## config.mk

```make
export PLATFORM = sky130hd
export DESIGN_NAME = mem_arbiter
export DESIGN_NICKNAME = d
export VERILOG_FILES = /design/src/rtl/mem_arbiter.sv
export SDC_FILE = /design/constraint.sdc
export NUM_CORES = 1
export LEC_CHECK = 0
export ABC_AREA = 1
export CAP_MARGIN = 20
export CORE_ASPECT_RATIO = 1.1
export CORE_MARGIN = 5
export CORE_UTILIZATION = 60
export DETAILED_ROUTE_END_ITERATION = 16
export DONT_BUFFER_PORTS = 1
export MAX_ROUTING_LAYER = met4
export PLACE_DENSITY = 0.85
export SLEW_MARGIN = 0
export SYNTH_ARGS = -nofsm -noshare
export SYNTH_HDL_FRONTEND = slang
export SYNTH_SLANG_ARGS = --single-unit
```

## constraint.sdc

```tcl
create_clock -name clk_50 -period 2.1 [get_ports clk_50]
set_clock_uncertainty 0.05 [all_clocks]
set_input_delay 0.42 -clock clk_50 [delete_from_list [all_inputs] [get_ports clk_50]]
set_output_delay 0.42 -clock clk_50 [all_outputs]
set_load 0.05 [all_outputs]
```

## src/rtl/mem_arbiter.sv

```systemverilog
// Shares the LC-3b memory unit between instruction fetch (F) and data load/store (D).
// It sequences the MAR/MDR strobes and waits for mem_r, then returns a single-cycle ack or err.
module mem_arbiter #(
  parameter int TIMEOUT = 31
) (
  input  logic        clk_50,
  input  logic        reset,
  input  logic        f_req,
  input  logic [15:0] f_addr,
  output logic [15:0] f_rdata,
  output logic        f_ack,
  output logic        f_err,
  input  logic        d_req,
  input  logic        d_we,
  input  logic        d_size,
  input  logic [15:0] d_addr,
  input  logic [15:0] d_wdata,
  output logic [15:0] d_rdata,
  output logic        d_ack,
  output logic        d_err,
  output logic [15:0] mem_addr,
  output logic [15:0] mem_wdata,
  output logic        mem_ld_mar,
  output logic        mem_ld_mdr,
  output logic        mem_datasize,
  output logic        mem_rw,
  input  logic [15:0] mem_rdata,
  input  logic        mem_r,
  output logic        busy
);
  localparam int CW = $clog2(TIMEOUT + 1);
  localparam logic [CW-1:0] CNT_MAX = CW'(TIMEOUT);

  typedef enum logic [2:0] {IDLE, MAR, MDR, WAIT, DONE, ERR} state_t;
  state_t state, state_nxt;

  logic          gnt_any, gnt_d_now, misalign;
  logic [15:0]   sel_addr;
  logic          gnt_d, last_d, we_q, size_q;
  logic [15:0]   addr_q, wdata_q, f_rdata_q, d_rdata_q;
  logic [CW-1:0] cnt;

  // Under contention D wins unless it won last time; fetches are always word-sized.
  always_comb begin
    gnt_any   = f_req | d_req;
    gnt_d_now = d_req & (~f_req | ~last_d);
    sel_addr  = gnt_d_now ? d_addr : f_addr;
    misalign  = ~(gnt_d_now & d_size) & sel_addr[0];
  end

  always_ff @(posedge clk_50) begin
    if (reset) state <= IDLE;
    else       state <= state_nxt;
  end

  always_comb begin
    state_nxt = state;
    case (state)
      IDLE: if (gnt_any) state_nxt = misalign ? ERR : MAR;
      MAR:  state_nxt = we_q ? MDR : WAIT;
      MDR:  state_nxt = WAIT;
      WAIT: begin
        if (mem_r)               state_nxt = DONE;
        else if (cnt == CNT_MAX) state_nxt = ERR;
      end
      DONE: state_nxt = IDLE;
      ERR:  state_nxt = IDLE;
      default: state_nxt = IDLE;
    endcase
  end

  always_ff @(posedge clk_50) begin
    if (reset) begin
      last_d    <= 1'b0;
      gnt_d     <= 1'b0;
      we_q      <= 1'b0;
      size_q    <= 1'b0;
      cnt       <= '0;
      f_rdata_q <= 16'h0000;
      d_rdata_q <= 16'h0000;
    end else begin
      if (state == IDLE && gnt_any) begin
        gnt_d  <= gnt_d_now;
        last_d <= gnt_d_now;
        we_q   <= gnt_d_now & d_we;
        size_q <= gnt_d_now & d_size;
      end
      cnt <= (state == WAIT) ? cnt + 1'b1 : '0;
      // Read data lands in the port register as DONE is entered; stores return zero.
      if (state == WAIT && mem_r) begin
        if (gnt_d) d_rdata_q <= we_q ? 16'h0000 : mem_rdata;
        else       f_rdata_q <= mem_rdata;
      end
    end
  end

  always_ff @(posedge clk_50) begin
    if (state == IDLE && gnt_any) begin
      addr_q  <= sel_addr;
      wdata_q <= d_wdata;
    end
  end

  always_comb begin
    busy         = (state != IDLE);
    mem_ld_mar   = (state == MAR);
    mem_ld_mdr   = (state == MDR);
    mem_addr     = (state == MAR) ? addr_q : 16'h0000;
    mem_wdata    = (state == MDR) ? wdata_q : 16'h0000;
    mem_rw       = 1'b0;
    mem_datasize = 1'b0;
    if (state == MAR || state == MDR || state == WAIT || state == DONE) begin
      mem_rw       = we_q;
      mem_datasize = size_q;
    end
    f_ack = (state == DONE) & ~gnt_d;
    d_ack = (state == DONE) &  gnt_d;
    f_err = (state == ERR)  & ~gnt_d;
    d_err = (state == ERR)  &  gnt_d;
  end

  assign f_rdata = f_rdata_q;
  assign d_rdata = d_rdata_q;
endmodule

```

==> results.py, run 1 <==
metrics = {
    "sta": {
        "grt_setup_unrepaired": "yes",
        "timing.final.ws_setup_ns": 0.0912,
        "tightest_slew_ns": 0.537,
        "slew_headroom_pct": 64.1,
        "drv_slew": 0,
        "final-hold-violation-count": 0,
        "hold-worst-slack_ns": 0.0872,
        "fmax_mhz": 498,
        "setup_tns_ns": 0,
        "period_share_pct": 95.7,
        "period_minus_slack_ns": 2.01,
        "finalSetupViolCount": 0,
    },
    "die": {
        "fp.coreArea_um2": 5070,
        "pin_count": 144,
        "die_area_um2": 6840,
        "die_w_um": 79.3,
        "num_rows": 27,
        "initial_core_util_pct": 62.6,
        "die_y_um": 86.3,
    },
    "grt": {
        "antenna_found_initial": 0,
        "grt_use_total_pct": 23.4,
        "grt_pass1_vias": 2544,
        "overflow": 0,
        "grt_pass1_wl_mm": 12.1,
        "grt_max_degree": 34,
    },
    "finish": {
        "area_growth_pct": 19.1,
        "layout-drive-gt1-share_pct": 17.5,
        "num_antenna_cells": 0,
        "final_nets": 513,
        "final_cell_count_no_fill": 503,
    },
    "logic_synthesis": {
        "synth.cell_area_um2": 3170,
        "netlist_instances": 393,
        "synthesis.area_per_instance_um2": 8.07,
        "syn-num-nets": 466,
        "ys_seq_elements": 75,
        "synth.distinct_cells": 23,
        "synth_sequential_area_ratio_pct": 57.4,
        "synth_warnings": 0,
    },
    "clocking": {
        "cts_hold_buf": 0,
        "clkTransAtPathRegs_ns": 0.08,
        "cts.htree.levels": 3,
        "numCtsBuffers": 9,
        "clock_path_buffers": 2,
        "cts_tree": "done",
        "clkSinkCount": 75,
        "root_buffer": "clkbuf_8",
        "clock_latency_ns": 0.33,
        "post-cts-setup-buffers": 0,
    },
    "routing": {
        "initialDrtViolationCount": 165,
        "drc_errors": 0,
        "vias_per_cell": 5.25,
        "detail-route-antenna-nets": 0,
        "wl_mm": 7.69,
        "dr_total_vias": 2641,
        "wl_per_cell_um": 15.3,
        "dr.pass1.iters": 4,
    },
    "run": {
        "drv_cap": 0,
    },
    "critical_path": {
        "required_ns": 1.63,
        "arrival_ns": 1.54,
        "crit_type": "register to primary output",
        "cp_max_fo": 5,
        "r2r-start": "last_d",
        "ff2ff_path_depth": 5,
        "setup.worst_path.end": "mem_rw",
        "start_kind": "register",
        "r2r_setup_slack_ns": 0.37,
        "cp-end-kind": "primary output",
        "cp-startpoint": "state[2]",
        "r2r_end": "addr_q[11]",
    },
    "place": {
        "gp_congestion": 0.896,
        "pre_cts_ws_ns": 0.332,
        "io_buffers": 0,
        "place_hpwl_mm": 5.71,
        "numPlacedInstances": 487,
    },
    "status": {
        "status": "finished clean",
    },
    "power": {
        "p_per_area_nw_per_um2": 1440,
        "ir_drop_mv": 0.719,
        "p_leak_nw": 1.84,
    },
    "worst_hold_path": {
        "hp-class": "input port to register",
    },
}
[layout by cell type (no fill, tap or decap), drive strengths merged]
cell type and instances:
buf 49, edfxtp 32, bufinv 1, nor3b 1, or2 2, clkbuf 10, ha 2, nand3 12
nor3 2, o21ai 33, nand4 1, a21oi 5, clkinv 5, dfxtp 43, xor2 1, nor2 98
inv 52, nand2 96
[layer usage]
| metal | share of wire (%) | routed length (um) | global-route usage (%) |
|---|---|---|---|
| met1 | 40 | 3060 | 28.1 |
| met2 | 48 | 3700 | 37.7 |
| met3 | 11 | 830 | 7.17 |
| met4 | 1.3 | 98 | 7.97 |
| met5 | 0 | 0 | - |
[state kept, by name, indices dropped and copies added, names as in the netlist]
register / count
d_rdata: 16
addr_q: 16
last_d: 1
we_q: 1
wdata_q: 16
size_q: 1
f_rdata: 16
cnt: 5
state: 3
[layout make-up]
cell class / count / area [um2]
repair buffers: 49 / 384
clock inverters: 6 / 60.1
fillers: 362 / 1290
flip-flops and latches: 75 / 1830
clock buffers: 10 / 149
multi-input cells: 253 / 1090
well taps: 58 / 72.6
inverters: 52 / 195
[timing repair]
item	CTS	global route
gates resized for setup	3	4
gates cloned	0	0
setup endpoints to repair	6	29
[power by group]
part,switching (mW),internal [mW]
Sequential,0.267,1.93
Combinational,1.56,0.567
Clock,0.503,0.619
[per-stage QoR]
stage / power, mW / util, % / instance area (um2)
after floorplan: 3.69 / - / 3170
after global placement: 4.26 / 70.2 / 3560
after detailed placement: 4.33 / 70.2 / 3560
after CTS: 5.46 / 74.4 / 3770
after global routing: 5.76 / 74.6 / 3780
final: 5.45 / 74.6 / 3780
[cells by family (layout without fill, tap and decap cells)]
logic type | after synthesis | count (layout) | share of synthesized area [%]
xor+xnor | 1 | 1 | 0.276
compound gates | 38 | 38 | 5.99
flops | 75 | 75 | 57.4
fa+ha+maj | 2 | 2 | 0.789
buf+inv | 65 | 117 | 8.36
simple gates | 212 | 212 | 27.2
[cells in the mapped netlist]
cell type | instances | area share [%]
nand2_1 | 95 | 11
nor2_1 | 98 | 12
ha_1 | 2 | 0.79
o21ai_1 | 7 | 1.1
buf_4 | 2 | 0.47
dfxtp_1 | 43 | 27
nor3_4 | 2 | 1.0
nand3_1 | 11 | 1.7
nand3_4 | 1 | 0.55
clkinv_1 | 2 | 0.24
or2_2 | 2 | 0.39
inv_1 | 48 | 5.7
buf_2 | 5 | 0.79
nand4_1 | 1 | 0.20
inv_2 | 2 | 0.24
xor2_1 | 1 | 0.28
o21ai_0 | 26 | 4.1
clkbuf_1 | 5 | 0.59
nor3b_1 | 1 | 0.24
buf_6 | 1 | 0.35
a21oi_1 | 5 | 0.79
edfxtp_1 | 32 | 30
nand2_2 | 1 | 0.20
[critical path, cell delays in order, from the launching register on]
cell	delay (ns)
dfxtp_1	0.44
inv_2	0.10
nand3_1	0.11
nand2_1	0.07
inv_1	0.07
nand3_1	0.08
inv_1	0.11
nor2_1	0.05
buf_4	0.18
[worst min-delay path by stage]
stage / end / slack, ns / depth (start not counted) / start
floorplan: cnt[0] / 0.37 / 1 / cnt[0]
global placement: cnt[0] / 0.38 / 1 / cnt[0]
detailed placement: cnt[0] / 0.40 / 1 / cnt[0]
CTS: state[1] / 0.08 / 1 / reset
global route: state[0] / 0.06 / 1 / reset
finish: state[1] / 0.09 / 1 / reset
No activity file was read; power rests on OpenSTA's default activity.
==> run 2, diff against run 1 <==
ABC_CLOCK_PERIOD_IN_PS = 2100   (was default)
==> results of run 2 <==
The final DEF is identical to that of run 1; final timing and power are the same.
==> variant 1, RTL diff (config.mk and constraints of run 2) <==
Encoding of `state_t`: now one-hot (6 bits for 6 states).
--- a/src/rtl/mem_arbiter.sv
+++ b/src/rtl/mem_arbiter.sv
@@ -33,3 +33,3 @@
 
-  typedef enum logic [2:0] {IDLE, MAR, MDR, WAIT, DONE, ERR} state_t;
+  typedef enum logic [5:0] {IDLE = 6'b000001, MAR = 6'b000010, MDR = 6'b000100, WAIT = 6'b001000, DONE = 6'b010000, ERR = 6'b100000} state_t;
   state_t state, state_nxt;
Formal check against the unedited RTL: no difference found for any inputs over 10 cycles, from zero or initial values and one cycle with reset high; not proved beyond that.
==> variant 1 against run 2 <==
  * The flow now finishes with violations (negative setup slack)
  * Area after synthesis grew 15%
  * Routed wire length rose by 22%
  * Count of clock-buffer cells in the layout increased by 3
  * Cell area increased by 16%
  * Sequential cell count up 3
  * Setup slack got worse by 0.099 ns
  * Critical path type unchanged
  * Critical endpoint unchanged
Power is not compared: it rests on default switching activity, and its combinational part moved more than twofold at a synthesized area within 25%.
==> variant 1: results (changes against run 2) <==
| Item | Reported | Delta |
| --- | --- | --- |
| Pre-CTS setup slack | 0.233 ns | was 0.332 ns |
| Non-clk buf share | 0.109 | was 0.102 |
| Final weighted congestion in routability-driven placement | 0.851 | was 0.896 |
| Worst-path maximum fanout | 3 | was 5 |
| Cell area after placement | 4020 um^2 | was 3560 um^2 |
| Pre-Repair DR Iteration Count | 5 | was 4 |
| Total Neg Setup Slack | -0.00804 ns | was 0 ns |
| Launching element of the worst setup path | state[5]$_SDFFE_PP0P_ | was state[2]$_SDFFE_PP0P_ |
| Setup Viol. Count Final | 1 | was 0 |
| Number of instances in the synthesized netlist | 477 | was 393 |
| Multi-input combinational gate total | 304 | was 253 |
| Detailed placement HPWL | 6510 um | was 5710 um |
| Most instantiated cells after synthesis | 121 x sky130_fd_sc_hd__nand2_1, 106 x sky130_fd_sc_hd__nor2_1, 67 x sky130_fd_sc_hd__inv_1 | was 98 x sky130_fd_sc_hd__nor2_1, 95 x sky130_fd_sc_hd__nand2_1, 48 x sky130_fd_sc_hd__inv_1 |
| Quantity of gates resized following cts | 11 | was 3 |
| Total area of multi-input combinational cells | 1440 um^2 | was 1090 um^2 |
| Via-per-instance ratio | 5.31 | was 5.25 |
| Met2 wire length | 5040 um | was 3700 um |
| Drt first-iter violations | 181 | was 165 |
| Biggest area contributors in the synthesized netlist | sky130_fd_sc_hd__edfxtp_1 26%, sky130_fd_sc_hd__dfxtp_1 25%, sky130_fd_sc_hd__nand2_1 12% | was sky130_fd_sc_hd__edfxtp_1 30%, sky130_fd_sc_hd__dfxtp_1 27%, sky130_fd_sc_hd__nor2_1 12% |
| Failing checks | negative setup slack |  |
| Global-route wire length before repair | 14000 um | was 12100 um |
| Result of the run | finished with violations | was complete, no violations |
| Non-Filler Instances | 595 | was 503 |
| Seq cells | 78 | was 75 |
| Setup ws final | -0.00804 ns | was 0.0912 ns |
| Number of nets at the end of the flow | 586 | was 513 |
variant 1: cell count changes after synthesis, moves of 3 or more:
cell	run 2	this run
sky130_fd_sc_hd__dfxtp_1	43	46
sky130_fd_sc_hd__nor2_2	0	18
sky130_fd_sc_hd__nand2_1	95	121
sky130_fd_sc_hd__nor2_8	0	3
sky130_fd_sc_hd__a21oi_1	5	2
sky130_fd_sc_hd__nor2_1	98	106
sky130_fd_sc_hd__o21ai_0	26	1
sky130_fd_sc_hd__inv_1	48	67
sky130_fd_sc_hd__buf_2	5	8
sky130_fd_sc_hd__buf_1	0	6
sky130_fd_sc_hd__o21ai_1	7	0
sky130_fd_sc_hd__nand4_1	1	34
variant 1: power by group:
part / total (mW) / switching [mW] / internal [mW] / leakage, nW
clock network: 1.22 / 0.539 / 0.684 / 0.115
registers: 1.82 / 0.0605 / 1.75 / 0.684
logic: 0.567 / 0.412 / 0.155 / 1.38
variant 1: how the worst min path moves through the flow:
stage                     slack [ns]             endpoint               from
after floorplan                 0.37    cnt[0]$_SDFF_PP0_  cnt[0]$_SDFF_PP0_
after global placement          0.38    cnt[0]$_SDFF_PP0_  cnt[0]$_SDFF_PP0_
after detailed placement        0.38    cnt[0]$_SDFF_PP0_  cnt[0]$_SDFF_PP0_
after CTS                       0.07  last_d$_SDFFE_PP0P_              reset
after global routing            0.06  last_d$_SDFFE_PP0P_              reset
final                           0.08  last_d$_SDFFE_PP0P_              reset
variant 1: cell families (layout without fill, tap and decap cells):
group           Yosys count  in the layout  synth area share
simple gates            298            298             0.366
buf+inv                  95            136             0.105
flops                    78             78             0.516
compound gates            3              3           0.00412
fa+ha+maj                 2              2           0.00686
xor+xnor                  1              1           0.00240
==> variant 2, RTL diff (settings of run 2) <==
Made on the original files. Change the parameter `TIMEOUT` from 31 to 62.
--- a/src/rtl/mem_arbiter.sv
+++ b/src/rtl/mem_arbiter.sv
@@ -3,3 +3,3 @@
 module mem_arbiter #(
-  parameter int TIMEOUT = 31
+  parameter int TIMEOUT = 62
 ) (
Check against the original RTL: same outputs for any inputs over 10 cycles, from zero or initial values and one cycle with reset high; that may be too few to reach the edited logic, so the function may still have changed.
==> variant 2 against run 2 <==
  * Total power is 0.16% lower
  * Worst hold slack worse by 0.0062 ns
  * Area after synthesis is 0.47% higher
  * Cell area is 0.66% higher
  * Setup slack better by 0.012 ns
  * Routed wire length is 1.7% lower
  * Sequential cell count is 1 higher
  * Maximum frequency is 0.62% higher
  * Highest routed layer unchanged
==> variant 2: results (changes against run 2) <==
| Item | Reported | Delta |
| --- | --- | --- |
| Result of the run | complete, no violations | unchanged |
| Detailed placement HPWL | 5670 um | was 5710 um |
| R2r startpoint | state[1]$_SDFFE_PP0P_ | was last_d$_SDFFE_PP0P_ |
| Met2 wire length | 3720 um | was 3700 um |
| Worst hold slack | 0.0810 ns | was 0.0872 ns |
| Post-synth cell types | 21 | was 23 |
| Aggregate routed wire length | 7560 um | was 7690 um |
| Pint | 3.07 mW | was 3.12 mW |
| Via-per-instance ratio | 5.22 | was 5.25 |
| Most instantiated cells after synthesis | 86 x sky130_fd_sc_hd__nand2_1, 82 x sky130_fd_sc_hd__nor2_1, 46 x sky130_fd_sc_hd__inv_1 | was 98 x sky130_fd_sc_hd__nor2_1, 95 x sky130_fd_sc_hd__nand2_1, 48 x sky130_fd_sc_hd__inv_1 |
| Pleak | 1.74 nW | was 1.84 nW |
| Wire per inst | 15.2 um | was 15.3 um |
| Comb pwr share | 0.407 | was 0.391 |
| Cell count after placement | 481 | was 487 |
| Drt first-iter violations | 228 | was 165 |
| Critical path destination | mem_wdata[7] | was mem_rw |
| Number of global-route vias before repair | 2614 | was 2544 |
| Number of nets in the synthesized netlist | 459 | was 466 |
| FILL cells | 346 | was 362 |
| Met3 usage | 0.0769 | was 0.0717 |
| Share of layout cells above drive strength 1 | 0.187 | was 0.175 |
| Endpoint of the lowest-slack register-to-register path | state[1]$_SDFFE_PP0P_ | was addr_q[11]$_DFFE_PP_ |
| Normalized max-slew margin | 0.633 | was 0.641 |
| Final weighted congestion in routability-driven placement | 0.807 | was 0.896 |
| NetSw | 2.37 mW | was 2.33 mW |
| Crit path max-delay cell type | sky130_fd_sc_hd__dfxtp_2 | was sky130_fd_sc_hd__dfxtp_1 |
| Aggregate global-route resource usage | 0.232 | was 0.234 |
| Max stage delay on crit path | 0.37 ns | was 0.44 ns |
| GRT met1 Usage | 0.262 | was 0.281 |
| Pre-CTS setup slack | 0.334 ns | was 0.332 ns |
| Biggest area contributors in the synthesized netlist | sky130_fd_sc_hd__edfxtp_1 30%, sky130_fd_sc_hd__dfxtp_1 28%, sky130_fd_sc_hd__nand2_1 10% | was sky130_fd_sc_hd__edfxtp_1 30%, sky130_fd_sc_hd__dfxtp_1 27%, sky130_fd_sc_hd__nor2_1 12% |
| Worst-path maximum fanout | 17 | was 5 |
| Number of cells on the worst reg-to-reg path | 7 | was 5 |
| Clock share of power | 0.191 | was 0.206 |
| Syn Area/Cell | 8.26 um^2 | was 8.07 um^2 |
| Met3 wirelength from detailed routing | 819 um | was 830 um |
| Share of synthesized area occupied by flip-flops and latches | 0.578 | was 0.574 |
| Global-route wire length before repair | 11900 um | was 12100 um |
| Share of the cycle needed by the critical path after routing | 0.951 | was 0.957 |
==> variant 2: cell count changes after synthesis, sizes merged, moves of 2 or more <==
cell | before | now
buf | 8 | 6
nand2 | 96 | 86
a21oi | 5 | 23
nor2 | 98 | 82
nor3 | 2 | 4
o21a | 0 | 2
o21ai | 33 | 18
nand3 | 12 | 26
==> variant 2: layout make-up <==
cell class / count / area share
clock buffers: 12 / 0.0438
repair buffers: 49 / 0.104
inverters: 51 / 0.0523
well taps: 58 / 0.0191
clock inverters: 4 / 0.00592
multi-input cells: 247 / 0.290
flip-flops and latches: 76 / 0.485
==> variant 2: kinds of logic after synthesis <==
logic type               share of synthesized area
buffers and inverters                       0.0816
adder cells (fa/ha/maj)                    0.00785
AND/OR/NAND/NOR                              0.264
AO/OA/AOI/OAI                               0.0691
flip-flops                                   0.578
==> variant 2: worst max-delay path, delay by kind of cell, from the launching register on <==
family / cells / cell delay (ns)
buf+inv: 3 / 0.49
flops: 1 / 0.37
simple gates: 3 / 0.32
